--- config.mk ---
export PLATFORM = sky130hd
export DESIGN_NAME = seg7_scan_bcd4
export DESIGN_NICKNAME = d
export VERILOG_FILES = /design/src/rtl/seg7_pkg.sv /design/src/rtl/bcd_to_sseg.sv /design/src/rtl/seg7_scan_bcd4.sv
export SDC_FILE = /design/constraint.sdc
export NUM_CORES = 1
export LEC_CHECK = 0
export CORE_ASPECT_RATIO = 0.75
export CORE_MARGIN = 3
export CORE_UTILIZATION = 49
export CTS_CLUSTER_DIAMETER = 30
export DETAILED_ROUTE_END_ITERATION = 8
export PLACE_DENSITY = 0.87
export SYNTH_ARGS = -nofsm -noshare
export SYNTH_HDL_FRONTEND = slang
export SYNTH_SLANG_ARGS = --single-unit
--- constraint.sdc ---
create_clock -name clk -period 2 [get_ports clk]
set_input_delay 0.5 -clock clk [delete_from_list [all_inputs] [get_ports clk]]
set_output_delay 0.5 -clock clk [all_outputs]
set_load 0.03 [all_outputs]
--- src/rtl/seg7_pkg.sv ---
// seg7_pkg: shared segment codes, bit order and default refresh count for the seven-segment scanner
package seg7_pkg;
    localparam int DEFAULT_REFRESH_CNT = 250000;
    localparam int SEG_BIT_A  = 0;
    localparam int SEG_BIT_B  = 1;
    localparam int SEG_BIT_C  = 2;
    localparam int SEG_BIT_D  = 3;
    localparam int SEG_BIT_E  = 4;
    localparam int SEG_BIT_F  = 5;
    localparam int SEG_BIT_G  = 6;
    localparam int SEG_BIT_DP = 7;
    localparam logic [6:0] SEG_0     = 7'b1000000;
    localparam logic [6:0] SEG_1     = 7'b1111001;
    localparam logic [6:0] SEG_2     = 7'b0100100;
    localparam logic [6:0] SEG_3     = 7'b0110000;
    localparam logic [6:0] SEG_4     = 7'b0011001;
    localparam logic [6:0] SEG_5     = 7'b0010010;
    localparam logic [6:0] SEG_6     = 7'b0000010;
    localparam logic [6:0] SEG_7     = 7'b1111000;
    localparam logic [6:0] SEG_8     = 7'b0000000;
    localparam logic [6:0] SEG_9     = 7'b0010000;
    localparam logic [6:0] SEG_DASH  = 7'b0111111;
    localparam logic [6:0] SEG_BLANK = 7'b1111111;
endpackage

--- src/rtl/bcd_to_sseg.sv ---
// bcd_to_sseg: combinational BCD to active-low {g,f,e,d,c,b,a} decode, non-BCD codes show a dash
module bcd_to_sseg
    import seg7_pkg::*;
(
    input  logic [3:0] bcd,
    output logic [6:0] seg
);
    // lookup of the digit glyph; 10..15 fall through to the dash
    always_comb begin
        case (bcd)
            4'd0:    seg = SEG_0;
            4'd1:    seg = SEG_1;
            4'd2:    seg = SEG_2;
            4'd3:    seg = SEG_3;
            4'd4:    seg = SEG_4;
            4'd5:    seg = SEG_5;
            4'd6:    seg = SEG_6;
            4'd7:    seg = SEG_7;
            4'd8:    seg = SEG_8;
            4'd9:    seg = SEG_9;
            default: seg = SEG_DASH;
        endcase
    end
endmodule

--- src/rtl/seg7_scan_bcd4.sv ---
// seg7_scan_bcd4: 4-digit multiplexed seven-segment scanner with frame snapshot and lap freeze (SEG7_LZB_EN blanks a leading zero on digit 3)
module seg7_scan_bcd4
    import seg7_pkg::*;
#(
    parameter int REFRESH_CNT = DEFAULT_REFRESH_CNT,
    parameter int CNT_W       = 18
) (
    input  logic       clk,
    input  logic       reset,
    input  logic [3:0] d3,
    input  logic [3:0] d2,
    input  logic [3:0] d1,
    input  logic [3:0] d0,
    input  logic [3:0] dp_in,
    input  logic       lap,
    output logic [3:0] an,
    output logic [7:0] sseg,
    output logic       frozen
);
    logic [CNT_W-1:0] count_q, count_d;
    logic [1:0]       idx_q, idx_d;
    logic             frozen_q, frozen_d, lap_q, lap_d;
    logic [3:0][3:0]  snap_q, snap_d;
    logic [3:0]       snap_dp_q, snap_dp_d, an_q, an_d;
    logic [7:0]       sseg_q, sseg_d;
    logic             scan_tick, lap_rise, load;
    logic [6:0]       cur_seg;

    bcd_to_sseg u_dec (.bcd(snap_q[idx_q]), .seg(cur_seg));

    // scan timing, lap edge toggle and atomic frame-boundary snapshot; a lap edge always wins over a load
    always_comb begin
        scan_tick = count_q == CNT_W'(REFRESH_CNT - 1);
        lap_rise  = lap & ~lap_q;
        load      = scan_tick & (idx_q == 2'd3) & ~frozen_q & ~lap_rise;
        count_d   = scan_tick ? '0 : count_q + 1'b1;
        idx_d     = idx_q + {1'b0, scan_tick};
        frozen_d  = frozen_q ^ lap_rise;
        lap_d     = lap;
        snap_d    = load ? {d3, d2, d1, d0} : snap_q;
        snap_dp_d = load ? dp_in : snap_dp_q;
    end

    // pin drive for the digit currently selected, registered one cycle behind the index
    always_comb begin
`ifdef SEG7_LZB_EN
        an_d = (idx_q == 2'd3 && snap_q[3] == 4'd0) ? 4'b1111 : ~(4'b0001 << idx_q);
`else
        an_d = ~(4'b0001 << idx_q);
`endif
        sseg_d = {~snap_dp_q[idx_q], cur_seg};
    end

    // state and output registers
    always_ff @(posedge clk) begin
        if (reset) begin
            count_q   <= '0;
            idx_q     <= '0;
            frozen_q  <= 1'b0;
            lap_q     <= 1'b0;
            snap_q    <= '0;
            snap_dp_q <= '0;
            an_q      <= 4'b1110;
            sseg_q    <= {1'b1, SEG_0};
        end else begin
            count_q   <= count_d;
            idx_q     <= idx_d;
            frozen_q  <= frozen_d;
            lap_q     <= lap_d;
            snap_q    <= snap_d;
            snap_dp_q <= snap_dp_d;
            an_q      <= an_d;
            sseg_q    <= sseg_d;
        end
    end

    assign an     = an_q;
    assign sseg   = sseg_q;
    assign frozen = frozen_q;
endmodule

==> results of run 1 <==
## final cells by class
type / instances / area (um^2)
clock buffers: 5 / 68.8
clock inverters: 3 / 40.0
fillers: 379 / 1510
inverters: 7 / 26.3
multi-input cells: 181 / 1310
flip-flops and latches: 54 / 1080
well taps: 57 / 71.3
repair buffers: 57 / 566
## sequential cells by signal, summed over array words and instances, names as in the netlist
register and flops:
lap_q 1, sseg 8, snap_dp_q 4, idx_q 2
an 4, snap_q 16, count_q 18, frozen 1
## cells by family (layout without fill, tap and decap cells)
kind of cell	Yosys count	count (layout)	synth area share [%]
AND/OR/NAND/NOR	96	96	21.2
AO/OA/AOI/OAI	57	57	16.4
flip-flops	54	54	43.2
buffers and inverters	29	72	5.60
XOR/XNOR	16	16	5.60
adder cells (fa/ha/maj)	7	7	3.50
multiplexers	5	5	4.50
## routing by layer
| metal | GRT usage [%] | routed length, um | vias up |
|---|---|---|---|
| met1 | 26.6 | 2600 | 1010 |
| li1 | - | - | 1044 |
| met3 | 3.61 | 308 | 8 |
| met4 | 7.55 | 63 | 0 |
| met5 | 0 | 0 | - |
| met2 | 33.5 | 2640 | 50 |
## layout by cell type (no fill, tap or decap), types with 2 or more instances in the layout
cell | netlist | routed
clkbuf_8 | 0 | 5
clkdlybuf4s50_1 | 0 | 35
nor4_1 | 2 | 2
o31ai_1 | 11 | 11
o31ai_2 | 10 | 10
nand4_1 | 27 | 27
buf_4 | 1 | 18
dfxtp_1 | 54 | 54
nor2_1 | 26 | 26
nor3_2 | 0 | 2
nand3_1 | 8 | 8
nor2b_1 | 5 | 5
a21oi_1 | 29 | 29
or4_1 | 2 | 2
xor2_1 | 7 | 7
mux4_2 | 5 | 5
xnor2_1 | 9 | 9
or3_1 | 3 | 2
clkinv_2 | 0 | 2
a211oi_1 | 2 | 2
ha_1 | 7 | 6
nand2_1 | 7 | 7
nand2b_1 | 3 | 3
buf_12 | 0 | 4
and4_1 | 2 | 2
o21ai_0 | 2 | 2
inv_1 | 7 | 7
## final timing paths
| path | start | end | slack, ps |
|---|---|---|---|
| setup / recovery | frozen | frozen | 50 |
| hold / removal | snap_q[7] | snap_q[7] | 470 |
| setup reg to reg | count_q[9] | snap_q[4] | 70 |
| hold reg to reg | snap_q[7] | snap_q[7] | 470 |
## power by group through the flow
stage                     Clock [mW]  Combinational, mW  Sequential (mW)
after floorplan                    0             0.0322             1.12
after global placement             0             0.0999             1.12
after detailed placement           0              0.101             1.12
after CTS                      0.733              0.102             1.09
after global routing           0.767              0.111             1.10
final                          0.718              0.103             1.09
## metrics by stage
stage               setup slack (ps)  utilization [%]  area [um^2]
floorplan                       31.0                -         2500
global placement               -12.5             64.9         3040
detailed placement              -125             64.9         3040
CTS                             42.2             67.4         3150
global route                   -2.00             67.6         3160
finish                          51.0             67.6         3160
==> metrics.cfg, run 1 <==
[floorplanning]
die_h_um = 67.9
rows = 21
ios = 36
die_area_um2 = 6010
start_util_pct = 53.5
coreArea_um2 = 4680
die_w_um = 88.5

[yosys]
yosysMostFrequentCell = dfxtp_1
synth.top_cell.area_share_pct = 43.2
synthCells = 264
netlist_top_cells_count = dfxtp_1, a21oi_1, nand4_1
synth-seq-area-share_pct = 43.2
synth_area_um2 = 2500
synth_fp_nets = 294
synth_async_sr_flop_share_pct = 0
netlist-cell-type-count = 38
syn_avg_cell_area_um2 = 9.48
synth_edf_count = 0
synth_ff_type = dfxtp_1
synth-seq-cells = 54
ys_warn_count = 0
synth_area_leaders = dfxtp_1, nand4_1, a21oi_1, o31ai_2, mux4_2
yosysTopAreaCell = dfxtp_1

[grt]
grt_pass1_vias = 2033
track_usage_pct = 20.2
grt_pass1_wl_mm = 9.47
grt_overflow = 0
antenna_found_initial = 0
grt_max_degree = 21

[cts]
post_cts_buffers = 0
cts_num_sinks = 54
ctsRootBufferMaster = clkbuf_8
htreeDepth = 2
cts_tree = yes
clk_latency_ps = 310
cts_resized = 1
numCtsBuffers = 5
clk_pin_slew_worst_paths_ps = 90
cts_hold_buffers = 0
max-clock-path-buffers = 2

[setup_path]
slowest_stage = clkdlybuf4s50_1
max_stage_delay_ps = 710
crit_type = flop to primary output
reg2reg_depth = 5
critPathCaptureType = primary output
worst-path-stages = 1
cp_data_arrival_time_ps = 1450
path_max_fanout = 4
startpoint_type = flop
path_cells = clkdlybuf4s50_1
required_ps = 1500
critPathBufInv = 1
cp_top_family = buffers and inverters

[flow_run]
drv_cap = 0

[pwr]
intPower_mw = 1.52
switchingPower_mw = 0.398
seqPwrFrac_pct = 57.1
ir_worst_vdd_mv = 0.408
clockPowerShare_pct = 37.5
p_comb_share_pct = 5.4
power.density_nw_per_um2 = 605
power_mw = 1.91
p_sw_share_pct = 20.8
p_leak_nw = 1.07

[timing]
finalSetupViolations = 0
drv_slew = 0
fin_setup_tns_ps = 0
worst_pin_slew_ps = 400
finalClockSkew_ps = 7.56
fin_crit_ps = 1950
rsz0062_at_grt = true
fin_crit_sh_pct = 97.4
slew-limit-headroom_pct = 72.9
fmax_mhz = 513
finalHoldWorstSlack_ps = 473
finalHoldViolCount = 0

[drt]
dr_total_vias = 2112
wl_per_cell_um = 15.4
drtAntennaViolNets = 0
route.detailed.drc = 0
vias_per_cell = 5.80
dr.first_iter.drc_count = 120
routed_wl_mm = 5.61
firstDrtPassIters = 4

[cells_and_area]
nets = 336
syn_to_final_growth_pct = 26.3
instances_no_fill = 364
layout-drive-gt1-share_pct = 17.6
antenna_cells = 0

[outcome]
status = finished clean

[placement]
placement.io_buffers = 35
place_congestion = 0.798
dp.cells = 356
dpl.hpwl_mm = 4.08

[hold_path]
hold_path_class = flop to flop
timing.hold.worst_path_depth = 2

No activity file was read; power rests on OpenSTA's default activity.
==> run 2, diff against run 1 <==
--- a/config.mk
+++ b/config.mk
@@ -5,12 +5,15 @@
 export SDC_FILE = /design/constraint.sdc
 export NUM_CORES = 1
 export LEC_CHECK = 0
+export ABC_CLOCK_PERIOD_IN_PS = 2000
 export CORE_ASPECT_RATIO = 0.75
 export CORE_MARGIN = 3
 export CORE_UTILIZATION = 49
 export CTS_CLUSTER_DIAMETER = 30
+export CTS_CLUSTER_SIZE = 24
 export DETAILED_ROUTE_END_ITERATION = 8
 export PLACE_DENSITY = 0.87
+export SLEW_MARGIN = 10
 export SYNTH_ARGS = -nofsm -noshare
 export SYNTH_HDL_FRONTEND = slang
 export SYNTH_SLANG_ARGS = --single-unit
==> results of run 2 <==
No change in the layout: final DEF, timing and power equal those of run 1.
==> run 3, diff against run 2 <==
--- a/config.mk
+++ b/config.mk
@@ -12,7 +12,7 @@
 export CTS_CLUSTER_DIAMETER = 30
 export CTS_CLUSTER_SIZE = 24
 export DETAILED_ROUTE_END_ITERATION = 8
-export PLACE_DENSITY = 0.87
+export PLACE_DENSITY = 0.74
 export SLEW_MARGIN = 10
 export SYNTH_ARGS = -nofsm -noshare
 export SYNTH_HDL_FRONTEND = slang
==> metrics.cfg, run 3 (synthesis results as in run 1) <==
[placement]
dpl.hpwl_mm = 3.96
dp.cells = 360
place_area_um2 = 3070
place_congestion = 0.798
placement.io_buffers = 35

[pwr]
intPower_mw = 1.52
ir_worst_vdd_mv = 0.535
p_comb_share_pct = 5.4
switchingPower_mw = 0.406
seqPwrFrac_pct = 56.7
power_mw = 1.93
power.density_nw_per_um2 = 600
clockPowerShare_pct = 37.9
p_sw_share_pct = 21.1
p_leak_nw = 1.10

[timing]
slew-limit-headroom_pct = 69.2
finalHoldViolCount = 0
fin_crit_sh_pct = 96.4
worst_pin_slew_ps = 456
fmax_mhz = 519
finalSetupViolations = 0
finalHoldWorstSlack_ps = 470
drv_slew = 0
rsz0062_at_grt = false
finalClockSkew_ps = 5.90
fin_crit_ps = 1930

[setup_path]
cp_top_family = buffers and inverters
max_stage_delay_ps = 700
crit_type = flop to primary output
critPathBufInv = 1
startpoint_type = flop
reg2reg_from = count_q[9]
critPathCaptureType = primary output
path_max_fanout = 4
reg2reg_depth = 5
reg2reg_slack_ps = 80
slowest_stage = clkdlybuf4s50_1
r2r-end = snap_q[7]
path_cells = clkdlybuf4s50_1
cp_data_arrival_time_ps = 1430
required_ps = 1500

[drt]
dr_total_vias = 2133
routed_wl_mm = 5.61
route.detailed.drc = 0
vias_per_cell = 5.76
wl_per_cell_um = 15.2
drtAntennaViolNets = 0
firstDrtPassIters = 4
dr.first_iter.drc_count = 135

[grt]
track_usage_pct = 19.7
grt_overflow = 0
grt_max_degree = 21
grt_pass1_wl_mm = 9.25
grt_pass1_vias = 1920
antenna_found_initial = 0

[hold_path]
timing.hold.worst_path_depth = 2
min_from = snap_dp_q[1]
hold_path_end = snap_dp_q[1]
hold_path_class = flop to flop

[cells_and_area]
multi_input_area_um2 = 1310
instances_no_fill = 370
final_cell_mix = dfxtp_1, clkdlybuf4s50_1, a21oi_1
nets = 342
fin_area_um2 = 3210
regArea_um2 = 1080
fill_cells = 371
layout-drive-gt1-share_pct = 19.2
post-route-util_pct = 68.6
final_common_cell = dfxtp_1
largest_register_ffs = 18
antenna_cells = 0
regMostFlops = count_q
syn_to_final_growth_pct = 28.1

[floorplanning]
rows = 21
die_h_um = 67.9
ios = 36
coreArea_um2 = 4680
start_util_pct = 53.5
die_area_um2 = 6010
die_w_um = 88.5

[cts]
ctsRootBufferMaster = clkbuf_8
numCtsBuffers = 5
cts_num_sinks = 54
clk_pin_slew_worst_paths_ps = 90
clk_latency_ps = 310
htreeDepth = 2
cts_hold_buffers = 0
max-clock-path-buffers = 2
cts_tree = yes

[outcome]
status = finished clean

[flow_run]
drv_cap = 0

-- run 3: cell types whose count changed in the layout (fill, tap and decap cells not counted) --
| cell | before | now |
|---|---|---|
| clkbuf_1 | 0 | 1 |
| o31ai_1 | 11 | 9 |
| ha_1 | 6 | 7 |
| clkinv_2 | 2 | 0 |
| clkinvlp_4 | 0 | 1 |
| buf_4 | 18 | 24 |
| o31ai_2 | 10 | 12 |
| ha_4 | 1 | 0 |
-- run 3: worst max path at each step --
stage / startpoint / slack, ps / cells after the start / endpoint
CTS: frozen / 50 / 1 / frozen
detailed placement: lap / -120 / 6 / snap_q[2]
floorplan: count_q[9] / 30 / 7 / idx_q[0]
global placement: lap / -80 / 6 / snap_q[4]
global route: idx_q[0] / 8 / 5 / sseg[3]
finish: frozen / 70 / 1 / frozen
-- run 3: through the flow --
stage	setup slack [ps]	TNS, ps
6_report	72.5	0
5_1_grt	7.58	0
4_1_cts	54.7	0
3_5_place_dp	-117	-1740
3_3_place_gp	-82.1	-1230
2_1_floorplan	31.0	0
-- run 3: what timing repair did --
action,in CTS,in global routing
gates resized for setup,1,2
pin swaps,0,0
setup buffers,0,2
endpoints found under the setup margin,6,5
-- run 3: cell type report --
class	count	share of cell area [%]
sequential	54	33.7
timing repair buffer	63	19.0
clock inverter	2	1.17
tap	57	2.22
inverter	7	0.819
clock buffer	6	2.26
multi-input combinational	181	40.8
-- run 3: power by group through the flow --
| stage | combinational, mW | sequential, mW | clock (mW) |
|---|---|---|---|
| after CTS | 0.104 | 1.09 | 0.739 |
| after global routing | 0.112 | 1.09 | 0.782 |
| final | 0.104 | 1.09 | 0.730 |
| after global placement | 0.103 | 1.12 | 0 |
| after detailed placement | 0.103 | 1.12 | 0 |
| after floorplan | 0.0322 | 1.12 | 0 |
-- run 3: per-layer routing --
layer | wire, um | up-vias | share of wire [%] | track usage (%)
li1 | - | 1053 | - | -
met1 | 2800 | 993 | 50 | 29.1
met2 | 2340 | 76 | 42 | 28.3
met3 | 388 | 11 | 6.9 | 4.57
met4 | 91 | 0 | 1.6 | 6.42
met5 | 0 | - | 0 | 0
-- run 3: tightest hold or removal path, cell delays in order, from the launching register on --
cell     delay [ps]
dfxtp_1         320
o31ai_1          60
a21oi_1          50
